## config.mk

```make
export PLATFORM = sky130hd
export DESIGN_NAME = vga_scan_ctrl
export DESIGN_NICKNAME = d
export VERILOG_FILES = /design/src/rtl/vga_scan_ctrl.sv
export SDC_FILE = /design/constraint.sdc
export NUM_CORES = 1
export LEC_CHECK = 0
export CORE_UTILIZATION = 50
export CTS_CLUSTER_SIZE = 10
export DETAILED_ROUTE_END_ITERATION = 16
export GPL_TIMING_DRIVEN = 0
export PLACE_DENSITY = 0.8
export SLEW_MARGIN = 5
export SYNTH_ARGS = -nofsm -noshare
export SYNTH_HDL_FRONTEND = slang
export SYNTH_SLANG_ARGS = --single-unit
```

## constraint.sdc

```tcl
create_clock -name clk -period 3.21 [get_ports clk]
set_clock_uncertainty 0.05 [all_clocks]
set_input_delay 0.642 -clock clk [delete_from_list [all_inputs] [get_ports clk]]
set_output_delay 0.642 -clock clk [all_outputs]
set_load 0.005 [all_outputs]
```

## src/rtl/vga_scan_ctrl.sv

```systemverilog
`timescale 1ns/1ps
// vga_scan_ctrl: 640x480@60 scan-out from a 160x120 indexed framebuffer.
// CPU writes use the RAM port cycles that scan-out fetches leave free.

module color_map (
  input  logic [7:0]  idx_i,
  output logic [23:0] rgb_o
);
  always_comb begin
    rgb_o = 24'h000000;
    case (idx_i)
      8'h01:   rgb_o = 24'hFF0000;
      8'h02:   rgb_o = 24'h00FF00;
      8'h03:   rgb_o = 24'h0000FF;
      8'h04:   rgb_o = 24'hFFFFFF;
      default: rgb_o = 24'h000000;
    endcase
  end
endmodule

module vga_scan_ctrl #(
  parameter int FB_W  = 160,
  parameter int FB_H  = 120,
  parameter int FB_AW = 15
) (
  input  logic             clk,
  input  logic             rst_n,
  input  logic             cpu_req,
  input  logic [FB_AW-1:0] cpu_addr,
  input  logic [7:0]       cpu_data,
  output logic             cpu_ack,
  output logic [FB_AW-1:0] fb_addr,
  output logic             fb_we,
  output logic [7:0]       fb_wdata,
  input  logic [7:0]       fb_rdata,
  output logic             vga_hs,
  output logic             vga_vs,
  output logic             vga_blank_n,
  output logic [7:0]       vga_r,
  output logic [7:0]       vga_g,
  output logic [7:0]       vga_b,
  output logic             frame_irq
);

  localparam logic [FB_AW:0] FB_SIZE = (FB_AW+1)'(FB_W * FB_H);

  logic [9:0]       h_q, h_d;
  logic [9:0]       v_q, v_d;
  logic             active, fetch, hs_n, vs_n;
  logic [7:0]       row, col;
  logic [FB_AW-1:0] rd_addr;
  logic             wr_ok, wr_valid;

  logic             ack_q, we_q, irq_q;
  logic [FB_AW-1:0] addr_q;
  logic [7:0]       wdata_q;
  logic             rd_q, rd2_q;
  logic [7:0]       idx_q;
  logic [3:0]       hs_p_q, vs_p_q, act_p_q;
  logic [23:0]      rgb_q, map_rgb;

  always_comb begin
    h_d = (h_q == 10'd799) ? 10'd0 : h_q + 10'd1;
    v_d = v_q;
    if (h_q == 10'd799)
      v_d = (v_q == 10'd524) ? 10'd0 : v_q + 10'd1;
  end

  assign active = (h_q < 10'd640) && (v_q < 10'd480);
  assign fetch  = active && (h_q[1:0] == 2'b00);
  assign hs_n   = !((h_q >= 10'd656) && (h_q <= 10'd751));
  assign vs_n   = !((v_q >= 10'd490) && (v_q <= 10'd491));

  // Entry address = row*160 + col, with x160 split as x128 + x32.
  assign row     = v_q[9:2];
  assign col     = h_q[9:2];
  assign rd_addr = FB_AW'({row, 7'b0}) + FB_AW'({row, 5'b0}) + FB_AW'(col);

  // The cycle after an ack ignores cpu_req, so a held request is not served twice.
  assign wr_ok    = cpu_req && !ack_q && !fetch;
  assign wr_valid = {1'b0, cpu_addr} < FB_SIZE;

  color_map u_cmap (
    .idx_i (idx_q),
    .rgb_o (map_rgb)
  );

  always_ff @(posedge clk or negedge rst_n) begin
    if (!rst_n) begin
      h_q     <= '0;
      v_q     <= '0;
      ack_q   <= 1'b0;
      we_q    <= 1'b0;
      irq_q   <= 1'b0;
      addr_q  <= '0;
      wdata_q <= '0;
      rd_q    <= 1'b0;
      rd2_q   <= 1'b0;
      idx_q   <= '0;
      hs_p_q  <= 4'hF;
      vs_p_q  <= 4'hF;
      act_p_q <= 4'h0;
      rgb_q   <= '0;
    end else begin
      h_q   <= h_d;
      v_q   <= v_d;
      irq_q <= (h_d == 10'd0) && (v_d == 10'd480);

      ack_q <= 1'b0;
      we_q  <= 1'b0;
      if (fetch) begin
        addr_q <= rd_addr;
      end else if (wr_ok) begin
        ack_q <= 1'b1;
        if (wr_valid) begin
          we_q    <= 1'b1;
          addr_q  <= cpu_addr;
          wdata_q <= cpu_data;
        end
      end

      // rd_q marks the read cycle, rd2_q the cycle the RAM returns data.
      rd_q  <= fetch;
      rd2_q <= rd_q;
      if (rd2_q)
        idx_q <= fb_rdata;

      hs_p_q  <= {hs_p_q[2:0], hs_n};
      vs_p_q  <= {vs_p_q[2:0], vs_n};
      act_p_q <= {act_p_q[2:0], active};
      rgb_q   <= act_p_q[2] ? map_rgb : 24'h000000;
    end
  end

  assign cpu_ack     = ack_q;
  assign fb_we       = we_q;
  assign fb_addr     = addr_q;
  assign fb_wdata    = wdata_q;
  assign frame_irq   = irq_q;
  assign vga_hs      = hs_p_q[3];
  assign vga_vs      = vs_p_q[3];
  assign vga_blank_n = act_p_q[3];
  assign vga_r       = rgb_q[23:16];
  assign vga_g       = rgb_q[15:8];
  assign vga_b       = rgb_q[7:0];

endmodule
```

==> results.json, run 1 <==
{
  "crit_required_ns": 3.37,
  "cellPowerDensity_mw_per_mm2": 358,
  "num_io_pins": 87,
  "grt_pass1_wl_mm": 13.5,
  "outcome": "finished, final reports clean",
  "timing_worst_setup_path_type": "reg -> reg",
  "endpoint": "fb_addr[14]",
  "overflow": 0,
  "synth_top_area_cell": "dfrtp_1",
  "maxSlewHeadroom": 0.697,
  "comb_power_share": 0.096,
  "switchingPower_mw": 0.460,
  "cts_tree": "yes",
  "vias": 2907,
  "synth_edf_count": 0,
  "setup.worst_path.start_class": "flop",
  "reg2reg_to": "fb_addr[14]",
  "fmax_mhz": 338,
  "syn_to_final_growth_pct": 32.1,
  "min_period_ns": 2.96,
  "first_pass_iters": 4,
  "netlist.area_leader.share": 0.418,
  "viasPerCell": 5.24,
  "clock-root-buffer": "clkbuf_8",
  "crit_start": "v_q[2]",
  "multi_input_area_mm2": 0.00172,
  "ys_async_sr_fraction": 1.00,
  "total_power_mw": 1.78,
  "num_antenna_cells": 0,
  "cts_buffers": 9,
  "netlist_top_cells_area": "dfrtp_1 42%, ha_1 6.6%, dfstp_2 5.6%",
  "drt-initial-drc-count": 140,
  "ys_seq_elements": 71,
  "finalNonFillerCells": 555,
  "reg2regPathDepth": 11,
  "cts.sinks": 71,
  "end_kind": "flop",
  "wl_mm": 8.37,
  "layout-drive-gt1-share": 0.193,
  "grt_pass1_vias": 2919,
  "p_int_mw": 1.32,
  "maxCapViolations": 0,
  "die_area_mm2": 0.00790,
  "ant_nets": 0,
  "final.fill_count": 542,
  "hpwlAfterDp_mm": 6.28,
  "yosys_warnings": 0,
  "register_area_mm2": 0.00179,
  "grt.total_usage": 0.230,
  "r2r_setup_slack_ns": 0.25,
  "final_hold_viol_count": 0,
  "route.detailed.drc": 0,
  "crit_fanout": 9,
  "portBuffers": 86,
  "netlist_area_mm2": 0.00377,
  "fin_nets": 507,
  "post_cts_buffers": 0,
  "drv_slew": 0,
  "ys.flop_type": "dfrtp_1",
  "clockPowerShare": 0.380,
  "wl_per_cell_um": 15.1,
  "synth_cell_types": 55,
  "antenna_found_initial": 0,
  "clk_pin_slew_ns": 0.09,
  "syn_area_per_cell_um2": 10.7,
  "ir_drop_mv": 0.199,
  "hold_ws_ns": 0.303,
  "pwr-share-seq": 0.524,
  "min_path_type": "reg -> reg",
  "tightest_slew_ns": 0.450,
  "layout_setup_ws_ns": 0.255,
  "p_leak_nw": 2.22,
  "rows": 31,
  "fin_area_mm2": 0.00498,
  "ys_seq_area_frac": 0.474,
  "rsz0062_at_grt": "no",
  "postPlaceCellArea_mm2": 0.00478,
  "gp_congestion": 0.873,
  "die_x_um": 88.9,
  "setup_violations": 0,
  "h-tree-depth": 3,
  "clock_latency_ns": 0.35,
  "cp.arrival_ns": 3.12,
  "p_sw_frac": 0.258,
  "die_h_um": 88.9,
  "r2r-start": "v_q[2]",
  "fin_crit_sh": 0.921,
  "dpl.cell_count": 538,
  "synth.most_common_cell": "dfrtp_1",
  "ys_top_cells_by_count": "63 x dfrtp_1, 27 x nor2_1, 23 x buf_4",
  "synthCells": 352,
  "clockBufferDepth": 2,
  "post-place-ws_ns": 0.155,
  "grt_max_degree": 71,
  "core_area_mm2": 0.00729,
  "start_util": 0.517,
  "synth_nets": 408
}
## timing repair
item                                   CTS  global route
endpoints found under the hold margin    1             0
setup endpoints to repair                0             1
hold buffers                             1             0
resized for setup                        0             1
## registers in the layout, summed over array words and instances (netlist names), 4 cells and up
name / count
fb_addr: 15
h_q: 10
v_q: 10
fb_wdata: 8
idx_q: 8
act_p_q: 4
hs_p_q: 4
vs_p_q: 4
## cells by family (layout without fill, tap and decap cells)
family | Yosys count | after routing | synth area share
DFF | 71 | 71 | 0.474
adders and majority gates | 22 | 22 | 0.0769
muxes | 31 | 31 | 0.0882
buffers and inverters | 47 | 151 | 0.0726
xor gates and xnor gates | 19 | 19 | 0.0441
and+or+nand+nor | 97 | 97 | 0.139
AOI/OAI and AO/OA | 65 | 65 | 0.105
## layout make-up
class | instances | area share
sequential | 71 | 0.359
multi-input combinational | 234 | 0.345
timing repair buffer | 88 | 0.180
buffer | 36 | 0.0467
clock buffer | 9 | 0.0249
tap | 99 | 0.0249
clock inverter | 7 | 0.0123
inverter | 11 | 0.00829
## critical path, cell delays in order (launching register included)
cell	delay, ns
dfrtp_1	0.36
buf_2	0.20
inv_1	0.09
fa_1	0.50
inv_1	0.07
fa_1	0.45
a21oi_1	0.19
o21bai_1	0.12
a211oi_2	0.33
o21bai_1	0.12
a211oi_1	0.23
o21ai_0	0.11
## power groups by stage
stage	registers [mW]	clock network [mW]	logic, mW
after global placement	0.948	0	0.162
after detailed placement	0.953	0	0.171
after floorplan	0.951	0	0.0529
after CTS	0.935	0.691	0.173
final	0.935	0.678	0.171
after global routing	0.937	0.733	0.186
## worst min path at each step
stage	to	start	cells after the start
after floorplan	act_p_q[1]	act_p_q[0]	0
after global placement	act_p_q[2]	act_p_q[1]	0
after detailed placement	act_p_q[2]	act_p_q[1]	0
after CTS	vs_p_q[2]	vs_p_q[1]	0
after global routing	vs_p_q[2]	vs_p_q[1]	0
final	vs_p_q[2]	vs_p_q[1]	0
## placed cells by master (no fill, tap or decap), drive strengths merged, types with 4 or more instances in the layout
cell type / instances
dfrtp: 63
xnor2: 9
ha: 20
nor2: 28
dfstp: 8
inv: 15
xor2: 10
o31ai: 4
buf: 35
nor4: 5
nand2: 21
a21oi: 23
o21ai: 20
nor3: 12
clkbuf: 12
nand3: 7
mux2i: 13
mux2: 18
clkdlybuf4s50: 85
## stage by stage
stage | utilization | setup TNS (ns)
final | 0.683 | 0
after global routing | 0.683 | 0
after CTS | 0.683 | 0
after detailed placement | 0.656 | 0
after global placement | 0.652 | -56.76
after floorplan | - | 0
## layer usage
layer | wire (um) | global-route usage | up-vias | part of all wire
met5 | 0 | 0 | - | 0
met4 | 159 | 0.103 | 0 | 0.019
met3 | 492 | 0.0560 | 13 | 0.059
met2 | 4180 | 0.404 | 90 | 0.50
met1 | 3530 | 0.265 | 1390 | 0.42
li1 | - | - | 1414 | -
Note: power is estimated with default switching activity, not from simulation.
==> inputs of run 2 (changes only) <==
--- a/config.mk
+++ b/config.mk
@@ -5,11 +5,12 @@
 export SDC_FILE = /design/constraint.sdc
 export NUM_CORES = 1
 export LEC_CHECK = 0
-export CORE_UTILIZATION = 50
+export CORE_UTILIZATION = 46
 export CTS_CLUSTER_SIZE = 10
 export DETAILED_ROUTE_END_ITERATION = 16
 export GPL_TIMING_DRIVEN = 0
-export PLACE_DENSITY = 0.8
+export PLACE_DENSITY = 0.77
+export REMOVE_ABC_BUFFERS = 1
 export SLEW_MARGIN = 5
 export SYNTH_ARGS = -nofsm -noshare
 export SYNTH_HDL_FRONTEND = slang
==> constraint.sdc (replaced) <==
create_clock -name clk -period 2.6 [get_ports clk]
set_clock_uncertainty 0.05 [all_clocks]
set_input_delay 0.52 -clock clk [delete_from_list [all_inputs] [get_ports clk]]
set_output_delay 0.52 -clock clk [all_outputs]
set_load 0.005 [all_outputs]
==> results.json, run 2 (synthesis results as in run 1) <==
{
  "cts_tree": "yes",
  "grt_pass1_vias": 2763,
  "cp.arrival_ns": 2.67,
  "antenna_found_initial": 0,
  "portBuffers": 86,
  "mostFrequentLayoutCells": "85 x clkdlybuf4s50_1, 59 x dfrtp_1, 27 x nor2_1, 20 x nand2_1, 20 x a21oi_1",
  "hpwlAfterDp_mm": 5.67,
  "cts.sinks": 71,
  "h-tree-depth": 3,
  "grt_pass1_wl_mm": 13.2,
  "maxSlewHeadroom": 0.651,
  "ant_nets": 0,
  "crit_top_cell": "a211oi_2",
  "layout-drive-gt1-share": 0.191,
  "start_util": 0.481,
  "route.detailed.drc": 0,
  "overflow": 0,
  "fin_area_mm2": 0.00494,
  "vias": 2850,
  "min_period_ns": 2.51,
  "fin_util": 0.630,
  "fin_crit_sh": 0.967,
  "gp_congestion": 0.843,
  "clk_pin_slew_ns": 0.09,
  "grt_max_degree": 50,
  "final_common_cell": "clkdlybuf4s50_1",
  "crit_required_ns": 2.76,
  "setup.worst_path.start_class": "flop",
  "clock-root-buffer": "clkbuf_8",
  "die_area_mm2": 0.00857,
  "crit_fanout": 7,
  "core_area_mm2": 0.00785,
  "first_pass_iters": 6,
  "fmax_mhz": 398,
  "fin_nets": 485,
  "wl_per_cell_um": 15.2,
  "syn_to_final_growth_pct": 31.1,
  "grt.total_usage": 0.198,
  "p_leak_nw": 2.15,
  "worstPathCellList": "ha_1, ha_2, fa_2, a21oi_2, o21bai_2, a211oi_2, o21bai_1, a211oi_2, o21ai_1",
  "clock_latency_ns": 0.34,
  "die_x_um": 92.6,
  "min_path_type": "in -> async",
  "num_antenna_cells": 0,
  "outcome": "finished, final reports clean",
  "final_hold_viol_count": 0,
  "max_stage_delay_ns": 0.48,
  "slowest_stage": "dfrtp_2",
  "num_io_pins": 87,
  "end_kind": "flop",
  "postPlaceCellArea_mm2": 0.00455,
  "critical-path-top-delay-family": "compound AO/OA/AOI/OAI gates",
  "cellPowerDensity_mw_per_mm2": 478,
  "drv_slew": 0,
  "clockBufferDepth": 2,
  "rows": 32,
  "setup_violations": 0,
  "maxCapViolations": 0,
  "largest_reg_flops": 15,
  "wl_mm": 8.13,
  "die_h_um": 92.6,
  "tightest_slew_ns": 0.521,
  "viasPerCell": 5.32,
  "worst-path-buf-inv": 0,
  "timing_worst_setup_path_type": "reg -> reg",
  "drt-initial-drc-count": 165,
  "ir_drop_mv": 0.253,
  "cts_buffers": 9
}
run 2: cell types whose count changed in the layout (fill, tap and decap cells not counted), moves of 3 or more:
cell and change:
dfrtp_1 -4, dfrtp_2 +4, clkbuf_1 -3, buf_4 -8
buf_2 -9
run 2: worst paths after layout:
path / start / end / slack, ns / cells after the start
min reg2reg: act_p_q[1] / act_p_q[2] / 0.31 / 0
max: v_q[3] / fb_addr[14] / 0.09 / 9
max reg2reg: v_q[3] / fb_addr[14] / 0.09 / 9
max in group asynchronous: rst_n / hs_p_q[1] / 1.88 / 2
min: rst_n / fb_wdata[0] / 0.02 / 1
min in group clk: act_p_q[1] / act_p_q[2] / 0.31 / 0
run 2: cell type report:
class | count | area, um2
inverter | 11 | 41.3
multi-input combinational | 234 | 1760
sequential | 71 | 1790
tap | 102 | 128
timing repair buffer | 102 | 998
clock buffer | 9 | 124
clock inverter | 7 | 105
fill | 630 | 2900
run 2: power by group:
part | internal [mW] | switching (mW)
registers | 1.13 | 0.0178
logic | 0.132 | 0.0721
clock network | 0.554 | 0.455
total | 1.82 | 0.545
run 2: through the flow:
step | setup TNS, ns | setup WS (ns) | cells | hold WS, ns | power, mW
floorplan | -0.132 | -0.132 | 316 | 0.174 | 1.23
CTS | 0 | 0.0271 | 527 | 0.0165 | 2.39
detailed placement | -10.28 | -0.735 | 505 | 0.285 | 1.38
finish | 0 | 0.0864 | 536 | 0.0196 | 2.37
global placement | -102.45 | -1.39 | 504 | 0.282 | 1.37
global route | -0.0608 | -0.0509 | 536 | 0.0167 | 2.47
run 2: what timing repair did:
| action | in CTS | in global routing |
|---|---|---|
| hold buffers | 0 | 0 |
| setup buffers | 6 | 9 |
| pin swaps | 2 | 6 |
| resized for setup | 8 | 8 |
| cloned | 0 | 0 |
| setup endpoints to repair | 13 | 4 |
run 2: metal layers:
layer / vias up / track usage / part of all wire / wire [um]
met5: - / 0 / 0 / 0
met4: 0 / 0.0547 / 0.0079 / 64
met3: 8 / 0.0468 / 0.057 / 464
met2: 103 / 0.347 / 0.52 / 4200
met1: 1370 / 0.242 / 0.42 / 3390
li1: 1369 / - / - / -
==> inputs of run 3 (changes only) <==
--- a/config.mk
+++ b/config.mk
@@ -5,11 +5,12 @@
 export SDC_FILE = /design/constraint.sdc
 export NUM_CORES = 1
 export LEC_CHECK = 0
-export CORE_UTILIZATION = 46
+export CAP_MARGIN = 20
+export CORE_UTILIZATION = 54
 export CTS_CLUSTER_SIZE = 10
 export DETAILED_ROUTE_END_ITERATION = 16
 export GPL_TIMING_DRIVEN = 0
-export PLACE_DENSITY = 0.77
+export PLACE_DENSITY = 0.85
 export REMOVE_ABC_BUFFERS = 1
 export SLEW_MARGIN = 5
 export SYNTH_ARGS = -nofsm -noshare
==> constraint.sdc (replaced) <==
create_clock -name clk -period 3.1 [get_ports clk]
set_clock_uncertainty 0.05 [all_clocks]
set_input_delay 0.62 -clock clk [delete_from_list [all_inputs] [get_ports clk]]
set_output_delay 0.62 -clock clk [all_outputs]
set_load 0.005 [all_outputs]
==> results.json, run 3 (synthesis results as in run 1) <==
{
  "min_path_type": "reg -> reg",
  "ir_drop_mv": 0.205,
  "viasPerCell": 5.74,
  "met2_usage": 0.393,
  "reg2reg_to": "fb_addr[14]",
  "outcome": "finished, final reports clean",
  "fin_area_mm2": 0.00476,
  "portBuffers": 86,
  "core_area_mm2": 0.00676,
  "ant_nets": 0,
  "pwr-share-seq": 0.469,
  "post_cts_buffers": 0,
  "rsz0062_at_grt": "no",
  "clockBufferDepth": 2,
  "cts_buffers": 9,
  "mostFrequentLayoutCells": "85 x clkdlybuf4s50_1, 62 x dfrtp_1, 27 x nor2_1, 22 x a21oi_1, 21 x nand2_1",
  "crit_required_ns": 3.24,
  "cts.sinks": 71,
  "drt-initial-drc-count": 110,
  "hold_end": "rd2_q",
  "hp-start": "rd_q",
  "fin_nets": 469,
  "timing_worst_setup_path_type": "reg -> reg",
  "clock_latency_ns": 0.35,
  "hold_path_depth": 0,
  "hpwlAfterDp_mm": 5.56,
  "clock-root-buffer": "clkbuf_8",
  "tightest_slew_ns": 0.922,
  "grt_pass1_vias": 2759,
  "vias": 2861,
  "dpl.cell_count": 482,
  "num_io_pins": 87,
  "cellPowerDensity_mw_per_mm2": 433,
  "gp_congestion": 0.888,
  "r2r-start": "v_q[4]",
  "die_h_um": 85.6,
  "die_area_mm2": 0.00732,
  "maxCapViolations": 0,
  "grt_max_degree": 72,
  "h-tree-depth": 3,
  "clk_pin_slew_ns": 0.08,
  "route.detailed.drc": 0,
  "postPlaceCellArea_mm2": 0.00450,
  "final_hold_viol_count": 0,
  "rows": 30,
  "grt_pass1_wl_mm": 13.0,
  "largest_reg_flops": 15,
  "grt.total_usage": 0.229,
  "syn_to_final_growth_pct": 26.3,
  "use_met3": 0.0635,
  "r2r_setup_slack_ns": 0.18,
  "final_common_cell": "clkdlybuf4s50_1",
  "wl_mm": 7.88,
  "setup_violations": 0,
  "start_util": 0.558,
  "reg2regPathDepth": 10,
  "p_sw_frac": 0.222,
  "fmax_mhz": 343,
  "setup.worst_path.start_class": "flop",
  "overflow": 0,
  "cts_hold_buf": 0,
  "switchingPower_mw": 0.457,
  "fin_crit_sh": 0.942,
  "total_power_mw": 2.06,
  "min_period_ns": 2.92,
  "cts-resized-gates": 1,
  "use_met1": 0.277,
  "antenna_found_initial": 0,
  "layout-drive-gt1-share": 0.134,
  "comb_power_share": 0.081,
  "cp.arrival_ns": 3.06,
  "cts_tree": "yes",
  "finalNonFillerCells": 498,
  "maxSlewHeadroom": 0.384,
  "clockPowerShare": 0.450,
  "first_pass_iters": 4,
  "die_x_um": 85.6,
  "crit_fanout": 6,
  "end_kind": "flop",
  "wl_per_cell_um": 15.8,
  "num_antenna_cells": 0,
  "p_int_mw": 1.60,
  "p_leak_nw": 2.07,
  "grt.busiest_layer": "met2",
  "drv_slew": 0
}
==> run 3: cell count changes in the layout (fill, tap and decap cells not counted), sizes merged <==
cell	delta
buf	-16
bufinv	+1
clkinv	-1
clkinvlp	-1
inv	+1
==> run 3: critical path, stage by stage, from the launching register on <==
cell and delay, ns:
dfrtp_1 0.51, inv_1 0.13, fa_1 0.49, inv_1 0.07, fa_1 0.45, a21oi_1 0.18
o21bai_1 0.11, a211oi_2 0.31, o21bai_1 0.13, a211oi_1 0.23, o21ai_0 0.09
==> run 3: how the worst max path moves through the flow <==
stage | to | startpoint | cells past startpoint
2_1_floorplan | fb_addr[14] | v_q[2] | 10
3_3_place_gp | frame_irq | rst_n | 1
3_5_place_dp | fb_wdata[4] | cpu_addr[8] | 6
4_1_cts | fb_addr[14] | v_q[2] | 10
5_1_grt | fb_addr[14] | v_q[4] | 10
6_report | fb_addr[14] | v_q[4] | 10
==> run 3: metal layers <==
| metal | part of all wire | wire (um) |
|---|---|---|
| met5 | 0 | 0 |
| met3 | 0.070 | 549 |
| met1 | 0.41 | 3240 |
| met4 | 0.023 | 180 |
| met2 | 0.50 | 3910 |
==> run 3: area by class of cell <==
type | instances | area (um2)
inverters | 11 | 41.3
repair buffers | 86 | 858
fillers | 457 | 1990
multi-input cells | 234 | 1720
well taps | 80 | 100
clock inverters | 7 | 128
flip-flops and latches | 71 | 1790
clock buffers | 9 | 124
==> run 3: power by group through the flow <==
stage          combinational, mW  sequential [mW]  clock (mW)
5_1_grt                    0.181            0.970       0.985
2_1_floorplan             0.0505            0.985           0
3_3_place_gp               0.162            0.984           0
4_1_cts                    0.169            0.967       0.942
6_report                   0.166            0.967       0.928
3_5_place_dp               0.167            0.985           0
==> run 3: through the flow <==
step                      hold WS (ns)   util  TNS [ns]  worst slack, ns
final                            0.305  0.705         0            0.181
after detailed placement         0.287  0.666     -3.16           -0.384
after CTS                        0.302  0.704         0          0.00477
after floorplan                  0.274      -         0            0.368
after global placement           0.282  0.666    -62.58           -0.931
after global routing             0.303  0.705         0           0.0217
